$ cat src/rtl/qspim_sckgen_if.sv
// Bundle of run request, SCK configuration and generated timing strobes
// shared between the SCK generator and the controller that drives it.
interface qspim_sckgen_if #(
    parameter int PW   = 8,
    parameter int DLYW = 2
);
    logic            en;
    logic [PW-1:0]   cfg_sck_period;
    logic            cfg_cpol;
    logic            cfg_cpha;
    logic [DLYW-1:0] cfg_smpl_dly;

    logic            spi_clk;
    logic            spi_start;
    logic            spi_lead;
    logic            spi_trail;
    logic            spi_launch;
    logic            spi_sample;
    logic            spi_clk_idle;

    // Controller side: requests SCK and consumes the strobes.
    modport master (
        output en, cfg_sck_period, cfg_cpol, cfg_cpha, cfg_smpl_dly,
        input  spi_clk, spi_start, spi_lead, spi_trail,
               spi_launch, spi_sample, spi_clk_idle
    );

    // Generator side.
    modport slave (
        input  en, cfg_sck_period, cfg_cpol, cfg_cpha, cfg_smpl_dly,
        output spi_clk, spi_start, spi_lead, spi_trail,
               spi_launch, spi_sample, spi_clk_idle
    );
endinterface

$ cat src/rtl/qspim_sckgen.sv
// QSPI master SCK generator: divides clk into a programmable SCK period,
// emits lead/trail/launch/sample strobes aligned with the SCK edges, and
// only starts or stops SCK on whole-period boundaries.
module qspim_sckgen #(
    parameter int PW   = 8,
    parameter int DLYW = 2
) (
    input  logic           clk,
    input  logic           rstn,
    qspim_sckgen_if.slave  bus
);
    localparam int DEPTH = (1 << DLYW) - 1;

    typedef enum logic {
        IDLE = 1'b0,
        RUN  = 1'b1
    } state_t;

    state_t        state_reg, state_next;
    logic [PW-1:0] cnt_reg, cnt_next;
    logic [PW-1:0] per_reg, per_next;
    logic [PW-1:0] per_eff;
    logic [PW-1:0] half;

    logic spi_clk_reg,    spi_clk_next;
    logic spi_start_reg,  spi_start_next;
    logic spi_lead_reg,   spi_lead_next;
    logic spi_trail_reg,  spi_trail_next;
    logic spi_launch_reg, spi_launch_next;
    logic spi_sample_reg, spi_sample_next;
    logic spi_idle_reg,   spi_idle_next;
    logic smpl_src_next;

    // taps[k] is the sample source delayed by k cycles relative to the
    // strobe outputs; taps[0] is the not-yet-registered source.
    logic [DEPTH:0] taps;

    // Periods below 2 cannot hold both edges, so clamp them.
    assign per_eff = (bus.cfg_sck_period < PW'(2)) ? PW'(2) : bus.cfg_sck_period;
    // Leading-edge position of the period currently running.
    assign half    = per_reg >> 1;

    // State register.
    always_ff @(posedge clk or negedge rstn) begin
        if (!rstn) begin
            state_reg <= IDLE;
        end else begin
            state_reg <= state_next;
        end
    end

    // Next-state logic: start on request, stop only at a trailing edge.
    always_comb begin
        state_next = state_reg;
        case (state_reg)
            IDLE: begin
                if (bus.en) begin
                    state_next = RUN;
                end
            end
            RUN: begin
                if ((cnt_reg != half) && (cnt_reg == per_reg) && !bus.en) begin
                    state_next = IDLE;
                end
            end
            default: state_next = IDLE;
        endcase
    end

    // Output/datapath logic: counter, period latch and next strobe values.
    always_comb begin
        cnt_next       = cnt_reg;
        per_next       = per_reg;
        spi_clk_next   = spi_clk_reg;
        spi_start_next = 1'b0;
        spi_lead_next  = 1'b0;
        spi_trail_next = 1'b0;
        case (state_reg)
            IDLE: begin
                spi_clk_next = bus.cfg_cpol;
                cnt_next     = PW'(1);
                if (bus.en) begin
                    spi_start_next = 1'b1;
                    per_next       = per_eff;
                end
            end
            RUN: begin
                if (cnt_reg == half) begin
                    spi_clk_next  = ~bus.cfg_cpol;
                    spi_lead_next = 1'b1;
                    cnt_next      = cnt_reg + PW'(1);
                end else if (cnt_reg == per_reg) begin
                    // Period boundary: new period config takes effect here.
                    spi_clk_next   = bus.cfg_cpol;
                    spi_trail_next = 1'b1;
                    cnt_next       = PW'(1);
                    per_next       = per_eff;
                end else begin
                    cnt_next = cnt_reg + PW'(1);
                end
            end
            default: begin
                spi_clk_next = bus.cfg_cpol;
                cnt_next     = PW'(1);
            end
        endcase
        spi_idle_next   = (state_next == IDLE);
        spi_launch_next = bus.cfg_cpha ? spi_lead_next  : spi_trail_next;
        smpl_src_next   = bus.cfg_cpha ? spi_trail_next : spi_lead_next;
        spi_sample_next = taps[bus.cfg_smpl_dly];
    end

    // Registered counter, period latch and all outputs.
    always_ff @(posedge clk or negedge rstn) begin
        if (!rstn) begin
            cnt_reg        <= PW'(1);
            per_reg        <= PW'(2);
            spi_clk_reg    <= 1'b0;
            spi_start_reg  <= 1'b0;
            spi_lead_reg   <= 1'b0;
            spi_trail_reg  <= 1'b0;
            spi_launch_reg <= 1'b0;
            spi_sample_reg <= 1'b0;
            spi_idle_reg   <= 1'b1;
        end else begin
            cnt_reg        <= cnt_next;
            per_reg        <= per_next;
            spi_clk_reg    <= spi_clk_next;
            spi_start_reg  <= spi_start_next;
            spi_lead_reg   <= spi_lead_next;
            spi_trail_reg  <= spi_trail_next;
            spi_launch_reg <= spi_launch_next;
            spi_sample_reg <= spi_sample_next;
            spi_idle_reg   <= spi_idle_next;
        end
    end

    assign taps[0] = smpl_src_next;

    // Sample-source delay line, one flop per stage, flushed by reset.
    for (genvar gi = 0; gi < DEPTH; gi++) begin : g_dly
        logic stage_reg;

        // Shift one stage per clk.
        always_ff @(posedge clk or negedge rstn) begin
            if (!rstn) begin
                stage_reg <= 1'b0;
            end else begin
                stage_reg <= taps[gi];
            end
        end

        assign taps[gi+1] = stage_reg;
    end

    assign bus.spi_clk      = spi_clk_reg;
    assign bus.spi_start    = spi_start_reg;
    assign bus.spi_lead     = spi_lead_reg;
    assign bus.spi_trail    = spi_trail_reg;
    assign bus.spi_launch   = spi_launch_reg;
    assign bus.spi_sample   = spi_sample_reg;
    assign bus.spi_clk_idle = spi_idle_reg;
endmodule

$ cat src/flat_wrapper.sv
// flat-port wrapper written by rule: the top's interface ports become plain ports
module qspim_sckgen_flat 
#(
    parameter int PW   = 8,
    parameter int DLYW = 2
)
  (clk, rstn, bus_en, bus_cfg_sck_period, bus_cfg_cpol, bus_cfg_cpha, bus_cfg_smpl_dly, bus_spi_clk, bus_spi_start, bus_spi_lead, bus_spi_trail, bus_spi_launch, bus_spi_sample, bus_spi_clk_idle);
  qspim_sckgen_if #(.PW(PW), .DLYW(DLYW)) bus_i ();
  input  logic clk;
  input  logic rstn;
  input wire logic [$bits(bus_i.en)-1:0] bus_en;
  input wire logic [$bits(bus_i.cfg_sck_period)-1:0] bus_cfg_sck_period;
  input wire logic [$bits(bus_i.cfg_cpol)-1:0] bus_cfg_cpol;
  input wire logic [$bits(bus_i.cfg_cpha)-1:0] bus_cfg_cpha;
  input wire logic [$bits(bus_i.cfg_smpl_dly)-1:0] bus_cfg_smpl_dly;
  output wire logic [$bits(bus_i.spi_clk)-1:0] bus_spi_clk;
  output wire logic [$bits(bus_i.spi_start)-1:0] bus_spi_start;
  output wire logic [$bits(bus_i.spi_lead)-1:0] bus_spi_lead;
  output wire logic [$bits(bus_i.spi_trail)-1:0] bus_spi_trail;
  output wire logic [$bits(bus_i.spi_launch)-1:0] bus_spi_launch;
  output wire logic [$bits(bus_i.spi_sample)-1:0] bus_spi_sample;
  output wire logic [$bits(bus_i.spi_clk_idle)-1:0] bus_spi_clk_idle;
  assign bus_i.en = bus_en;
  assign bus_i.cfg_sck_period = bus_cfg_sck_period;
  assign bus_i.cfg_cpol = bus_cfg_cpol;
  assign bus_i.cfg_cpha = bus_cfg_cpha;
  assign bus_i.cfg_smpl_dly = bus_cfg_smpl_dly;
  assign bus_spi_clk = bus_i.spi_clk;
  assign bus_spi_start = bus_i.spi_start;
  assign bus_spi_lead = bus_i.spi_lead;
  assign bus_spi_trail = bus_i.spi_trail;
  assign bus_spi_launch = bus_i.spi_launch;
  assign bus_spi_sample = bus_i.spi_sample;
  assign bus_spi_clk_idle = bus_i.spi_clk_idle;
  qspim_sckgen #(.PW(PW), .DLYW(DLYW)) u_core (.clk(clk), .rstn(rstn), .bus(bus_i));
endmodule
$ cat config.mk
export PLATFORM = sky130hd
export DESIGN_NAME = qspim_sckgen_flat
export DESIGN_NICKNAME = d
export VERILOG_FILES = /design/src/rtl/qspim_sckgen_if.sv /design/src/rtl/qspim_sckgen.sv /design/src/flat_wrapper.sv
export SDC_FILE = /design/constraint.sdc
export NUM_CORES = 1
export LEC_CHECK = 0
export ABC_AREA = 0
export ABC_CLOCK_PERIOD_IN_PS = 3800
export CAP_MARGIN = 25
export CORE_ASPECT_RATIO = 1.2
export CORE_MARGIN = 2
export CORE_UTILIZATION = 50
export DETAILED_ROUTE_END_ITERATION = 10
export PLACE_DENSITY = 0.76
export SYNTH_ARGS = -nofsm -noshare
export SYNTH_HDL_FRONTEND = slang
export SYNTH_SLANG_ARGS = --single-unit
$ cat constraint.sdc
create_clock -name clk -period 3.8 [get_ports clk]
set_clock_uncertainty 0.1 [all_clocks]
set_input_delay 0.76 -clock clk [delete_from_list [all_inputs] [get_ports clk]]
set_output_delay 0.76 -clock clk [all_outputs]
set_load 0.005 [all_outputs]
# Word level (Yosys, flattened, before mapping)
# Index checks and enable logic that the tools add are counted.
[totals] reg_bits=27 latchBits=0 ram_bits=0 romBits=0 input_bits=15 out_inout_bits=7 n_memories=0
[op_classes] add_sub_neg=1 multipliers=0 div=0 magnitude_cmp=2 eq_ne=7 n_shift=0 muxes=24 bitwise=3 reduce_logical=4
[op_table] op="two-way mux 8 bit" count=6
[op_table] op="one-hot mux 8 bit (2 select lines)" count=2
[op_table] op="two-way mux 1 bit" count=13
[op_table] op="adder 8 x 1 -> 8 bit (second input constant)" count=1
[op_table] op="== test 8 x 7 -> 1 bit" count=1
[op_table] op="== test 8 bit" count=1
[op_table] op="less-than comparator 8 x 2 -> 1 bit (second input constant)" count=1
[op_table] op="!= test 8 x 7 -> 1 bit" count=1
[op_table] op="!= test 2 bit (second input constant)" count=3
[op_table] op="one-hot mux 1 bit (2 select lines)" count=2
[op_table] op="less-than comparator 2 x 3 -> 1 bit (second input constant)" count=1
[op_table] op="!= test 3 bit (second input constant)" count=1
[op_table] op="inverter 1 bit" count=3
[op_table] op="AND reduction 3 bit" count=1
[op_table] op="binary-select mux 1 bit (select 2 bit)" count=1
[op_table] op="logical AND 1 bit" count=2
[op_table] op="logical NOT 1 bit" count=1

# Logic depth before layout (Yosys ltp)
# Gate-level depths: netlist (run 1).
[depth] ltp_word=7 ltp_mapped=7 depth_no_buf=5

# Worst setup path before layout (run 1)
# No wires, ideal clock.
[synth_timing] kind="flip-flop to flip-flop" startpoint="register u_core.cnt_reg[5]" endpoint="register u_core.per_reg[2]" setup_time_ns=0.125 t_arrival_ns=1.691 path_slack_ns=1.884 path_stages_with_launch=7 path_buffers=1 period_less_slack_ns=1.916 path_cell_list="dfrtp_1 -> buf_6 -> xor2_1 -> nor4_4 -> nand2_2 -> a31oi_4 -> mux2_2"
[synth_via] elab_chain_cells=3 word_cells_on_any_way=5
[synth_rtl] element="start: declaration" line_no="qspim_sckgen.sv:20" source="logic [PW-1:0] cnt_reg, cnt_next;"
[synth_rtl] element="start signal: assignment" line_no="qspim_sckgen.sv:126" source="cnt_reg <= cnt_next;"
[synth_rtl] element="== test 8 x 7 -> 1 bit / == test 8 bit (equally long branches)" line_no="qspim_sckgen.sv:88, qspim_sckgen.sv:92"
[synth_rtl] element="!= test 2 bit (no line)"
[synth_rtl] element="AND reduction 3 bit (no line) *"
[synth_rtl] element="end signal: assignment" line_no="qspim_sckgen.sv:127" source="per_reg <= per_next;"
[synth_rtl] element="end: declaration" line_no="qspim_sckgen.sv:21" source="logic [PW-1:0] per_reg, per_next;"
# Mark *: on every way between the ends. The rest lies on a longest branch, timed or not.
# A chain may end at the register's enable or synchronous reset.

# Worst setup path in the final report (run 1)
[layout_timing] startpoint="register u_core.spi_idle_reg (netlist: u_core.bus.spi_clk_idle)" endpoint="output bus_spi_clk_idle"
[layout_rtl] element="start: declaration" line_no="qspim_sckgen.sv:31" source="logic spi_idle_reg, spi_idle_next;"
[layout_rtl] element="start signal: assignment" line_no="qspim_sckgen.sv:134" source="spi_idle_reg <= spi_idle_next;"
[layout_rtl] element="end: declaration" line_no="flat_wrapper.sv:22" source="output wire logic [$bits(bus_i.spi_clk_idle)-1:0] bus_spi_clk_idle;"
# No word-level cell between the ends.

==> metrics.yaml, run 1 <==
synthTopCellsByCount: "dfrtp_1, xor2_1, and3_1, nand3_1, a21oi_1"
n_antenna_cell: 0
grt_pass1_wl_mm: 4.167
min_path_type: "flop to flop"
seq_area_um2: 679.4
ys_warn_count: 0
instances_no_fill: 174
synthCells: 118
clock_latency_ns: 0.32
rsz0062_at_grt: "no"
synth-edff-count: 0
dp_cells: 170
finalSetupTns_ns: 0
drt-total-wl_mm: 2.505
cp-start-kind: "flop"
grtUsageTotal: 0.1844
dp_hpwl_mm: 1.886
die_y_um: 60.74
cts_tree: "built"
ys.flop_type: "dfrtp_1"
drv_cap: 0
root_buffer: "clkbuf_4"
die_area_um2: 3114
finalCritPeriodShare: 0.5800
synth_seq_area_share: 0.5065
num_rows: 20
p_per_area_nw_per_um2: 641.7
grt_max_degree: 17
drt.antenna.violating_nets: 0
n_fill_cell: 221
cp.arrival_ns: 1.34
hold_viol_final: 0
wl_per_cell_um: 14.40
dpl-instance-area_um2: 1590
ys_seq_elements: 27
cts_post_setup_buffers_inserted: 0
ios: 22
synth_top_area_cell: "dfrtp_1"
use_met1: 0.2137
hold_buffers: 0
slew_headroom: 0.5736
syn_avg_cell_area_um2: 11.37
yosys.cell_types.count: 30
portBuffers: 21
core_um2: 2552
max_freq_ghz: 0.4537
gr-total-overflow: 0
dr.first_iter.drc_count: 9
busiest_layer: "met2"
synth_top_area_frac: 0.4478
cts_repair_resize_count: 0
fin_area_um2: 1617
setup_viol_count_final: 0
cp.required_ns: 2.94
status: "finished clean"
synth_nets: 134
clock-sinks: 27
synthTopCellsByArea: "dfrtp_1, xor2_1, dfstp_2"
num_vias: 916
drt_pass1_iterations: 4
path_clk_slew_ns: 0.14
met2_usage: 0.3377
power.leakage_nw: 0.7391
met3_usage: 0.02217
cts_buffers: 3
synthArstFlopShare: 1.000
crit_slowest_cell: "dfstp_2"
dp_slack_ns: 1.460
endpoint_kind: "output pin"
critPathMaxFanout: 1
initial_core_util: 0.5255
antenna_found_initial: 0
irDropWorstVdd_v: 0.0003387
finalCriticalPeriod_ns: 2.204
netlist_area_um2: 1341
cts.htree.levels: 1
synth.most_common_cell: "dfrtp_1"
holdWs_ns: 0.3031
multi_input_area_um2: 618.1
critPathBufInv: 1
finalNetCount: 158
fin_ws_ns: 1.596
die_x_um: 51.28
tightest_slew_ns: 0.6376
clockBufferDepth: 2
place.gp.congestion: 0.7155
drive_gt1_frac: 0.1489
max_stage_delay_ns: 0.54
cp_cell_sequence: "clkdlybuf4s50_1"
drv_slew: 0
drc: 0
path_class: "flop to output pin"
area_growth_syn_to_layout_pct: 20.52
cp_top_family: "flip-flops"
via_per_inst: 5.264
grt_pass1_vias: 942
[layer usage]
| metal | vias up | wire (µm) |
|---|---|---|
| met5 | - | 0 |
| met4 | 0 | 46 |
| met3 | 6 | 84 |
| met2 | 19 | 1330 |
| met1 | 437 | 1042 |
| li1 | 454 | - |
[where the power goes]
group          internal (mW)  switching [mW]  leakage [nW]
sequential             0.390           0.130         0.336
combinational          0.227           0.166         0.389
clock                 0.0411          0.0831        0.0150
[cells by family (layout without fill, tap and decap cells)]
| logic type | Yosys count | after routing | synth area share |
|---|---|---|---|
| AND/OR/NAND/NOR | 37 | 37 | 0.1660 |
| adder cells (fa/ha/maj) | 1 | 1 | 0.009327 |
| multiplexers | 9 | 9 | 0.07649 |
| flip-flops | 27 | 27 | 0.5065 |
| buffers and inverters | 9 | 32 | 0.03265 |
| XOR/XNOR | 21 | 21 | 0.1371 |
| AO/OA/AOI/OAI | 14 | 14 | 0.07183 |
[worst reg2reg max path, stage by stage, from the launching register on]
cell and delay [ns]:
dfstp_2 0.64, xor2_1 0.12, nor4_4 0.24, nand2_2 0.15, a31oi_4 0.36, mux2_2 0.38
[placed cells by master, fill, tap and decap left out, types with 2 or more instances in the layout]
| master | instances |
|---|---|
| a21oi_1 | 7 |
| and2_2 | 2 |
| and3_1 | 9 |
| clkbuf_4 | 3 |
| clkdlybuf4s50_1 | 21 |
| dfrtp_1 | 24 |
| dfstp_2 | 3 |
| inv_1 | 5 |
| mux2_2 | 6 |
| mux2i_1 | 2 |
| nand2_1 | 5 |
| nand3_1 | 9 |
| nor2_1 | 3 |
| nor4_1 | 3 |
| o21ai_0 | 3 |
| xnor2_1 | 5 |
| xor2_1 | 16 |
[per-stage QoR]
step           total power [mW]  utilization
2_1_floorplan            0.8200            -
3_3_place_gp             0.9028       0.6172
3_5_place_dp             0.9245       0.6230
4_1_cts                   1.050       0.6333
5_1_grt                   1.117       0.6333
6_report                  1.037       0.6333
[cell type report]
cell class,instances,share of cell area
timing repair buffer,23,0.1440
inverter,5,0.01161
clock buffer,4,0.01625
multi-input combinational,82,0.3824
tap,33,0.02554
sequential,27,0.4203
[final timing paths]
kind,startpoint,end,slack [ns],cells after the start
max,u_core.bus.spi_clk_idle,bus_spi_clk_idle,1.60,1
min,u_core.g_dly[1].stage_reg,u_core.g_dly[2].stage_reg,0.30,0
max reg2reg,u_core.cnt_reg[0],u_core.per_reg[2],1.72,5
min reg2reg,u_core.g_dly[1].stage_reg,u_core.g_dly[2].stage_reg,0.30,0
max in group asynchronous,rstn,u_core.per_reg[1],2.29,2
min in group asynchronous,rstn,u_core.cnt_reg[3],0.71,1
No activity file was read; power rests on OpenSTA's default activity.
==> run 2, diff against run 1 <==
ABC_CLOCK_PERIOD_IN_PS = 2250   (was 3800)
clock period = 2.25 ns   (was 3.8 ns; I/O delays follow)
==> run 2 against run 1 <==
Against the previous run:
- global-route usage rose by 0.58 points
- sequential power grew 67%
- non-clock buffer count stayed put
- sequential share of layout area grew 0.20 points
- die area unchanged
- register-to-register slack worse by 1.5 ns
- first-iteration DRC count is the same
- sequential cell count did not move
- combinational power increased by 74%
- critical path type is now flop to flop
- largest cell class unchanged
==> metrics.yaml, run 2 (same netlist as run 1, synthesis figures left out) <==
power_mw: 1.762  # +70%
seq_area_um2: 679.4  # unchanged
drt-total-wl_mm: 2.468  # -1.5%
cts.htree.levels: 1  # unchanged
cts_repair_resize_count: 0  # unchanged
antenna_found_initial: 0  # unchanged
portBuffers: 21  # unchanged
r2r-end: "u_core.per_reg[6]"
area_growth_syn_to_layout_pct: 19.96
drv_slew: 0  # unchanged
cts_post_setup_buffers_inserted: 0  # unchanged
fin_ws_ns: 0.1959  # -1.400 ns
hold_viol_final: 0  # unchanged
highest_layer: "met4"
place.gp.congestion: 0.8603  # +20%
tightest_slew_ns: 0.3750  # -0.2626 ns
drt.antenna.violating_nets: 0  # unchanged
cts_buffers: 3  # unchanged
grt_pass1_vias: 955  # +1.4%
die_area_um2: 3114  # unchanged
dpl-instance-area_um2: 1583  # -0.47%
clock_latency_ns: 0.33  # about the same
die_y_um: 60.74  # unchanged
wl_per_cell_um: 14.18  # -1.5%
endpoint_kind: "flop"
num_vias: 934  # +2.0%
power.leakage_nw: 0.7358  # -0.44%
final_common_cell: "dfrtp_1"
clockBufferDepth: 2  # unchanged
r2r_slack_ns: 0.20  # -1.52 ns
irDropWorstVdd_v: 0.0006552  # +93%
grt_pass1_wl_mm: 4.360  # +4.6%
drc: 0  # unchanged
n_antenna_cell: 0  # unchanged
slew_headroom: 0.7477  # +0.1741
worstSetupEndpoint: "u_core.per_reg[6]"
status: "finished clean"
cp-start-kind: "flop"
fin_area_um2: 1609  # -0.46%
clock-sinks: 27  # unchanged
grtUsageTotal: 0.1902  # +0.005770
drt-met1-wl_mm: 1.064  # +2.1%
finalSetupTns_ns: 0  # unchanged
rsz0062_at_grt: "no"
setup_viol_count_final: 0  # unchanged
gr-total-overflow: 0  # unchanged
min_path_type: "flop to flop"
max_freq_ghz: 0.4868
ios: 22  # unchanged
instances_no_fill: 174  # unchanged
num_rows: 20  # unchanged
drive_gt1_frac: 0.1489  # unchanged
dr.first_iter.drc_count: 9  # unchanged
path_clk_slew_ns: 0.14  # about the same
root_buffer: "clkbuf_4"
route.met2.wl_mm: 1.246  # -6.3%
dp_cells: 170  # unchanged
finalCriticalPeriod_ns: 2.054
via_per_inst: 5.368  # +2.0%
cts_tree: "built"
hold_buffers: 0  # unchanged
cp.arrival_ns: 2.19  # +0.85 ns
finalNetCount: 158  # unchanged
grt_max_degree: 28  # +11
min-delay-start: "u_core.g_dly[1].stage_reg"
multi_input_area_um2: 618.1  # unchanged
dp_slack_ns: 0.2025  # -1.258 ns
finalCritPeriodShare: 0.9129
critPathMaxFanout: 8  # +7
p_per_area_nw_per_um2: 1095  # +71%
cp.required_ns: 2.38  # -0.56 ns
wl_met3_um: 91  # +8.3%
die_x_um: 51.28  # unchanged
drv_cap: 0  # unchanged
core_um2: 2552  # unchanged
drt_pass1_iterations: 3  # -1
worstRegToRegCells: 5  # unchanged
n_fill_cell: 221  # unchanged
initial_core_util: 0.5255  # unchanged
final_cell_mix: "dfrtp_1, clkdlybuf4s50_1, xor2_1"
path_class: "flop to flop"
crit_start: "u_core.per_reg[5]"
timing.rr.start: "u_core.per_reg[5]"
-- run 2: cell counts in the layout (fill, tap and decap cells not counted) --
No cell type changed its count.
-- run 2: layout make-up --
class	count	area share
Clock buffer	4	0.01633
Inverter	5	0.01166
Multi-Input combinational cell	82	0.3841
Sequential cell	27	0.4222
Tap cell	33	0.02566
Timing Repair Buffer	23	0.1400
-- run 2: critical path: stages (launching register included) --
cell     delay (ns)
dfrtp_1        0.45
xor2_1         0.18
nor4_2         0.32
nand2_2        0.16
a31oi_4        0.36
mux2_2         0.38
-- run 2: through the flow --
step	util	hold slack [ns]
2_1_floorplan	-	0.05441
3_3_place_gp	0.6201	0.2627
3_5_place_dp	0.6201	0.2698
4_1_cts	0.6304	0.2996
5_1_grt	0.6304	0.3163
6_report	0.6304	0.2951
-- run 2: worst min path at each step --
stage | cells after the start | slack, ns | to
after global placement | 0 | 0.26 | u_core.g_dly[2].stage_reg
after detailed placement | 0 | 0.27 | u_core.g_dly[2].stage_reg
after global routing | 0 | 0.32 | u_core.g_dly[2].stage_reg
final | 0 | 0.30 | u_core.g_dly[2].stage_reg
after CTS | 0 | 0.30 | u_core.g_dly[2].stage_reg
after floorplan | 0 | 0.05 | u_core.bus.spi_clk
-- run 2: per-layer routing --
| layer | vias to the layer above | GRT usage |
|---|---|---|
| li1 | 453 | - |
| met1 | 454 | 0.2347 |
| met2 | 20 | 0.3302 |
| met3 | 7 | 0.02709 |
| met4 | 0 | 0.09398 |
| met5 | - | 0 |
-- run 2: report_power, final --
group	internal [mW]	switching (mW)	total (mW)	leakage (nW)
Sequential	0.659	0.211	0.870	0.336
Clock	0.0696	0.137	0.207	0.0150
Combinational	0.385	0.300	0.685	0.385
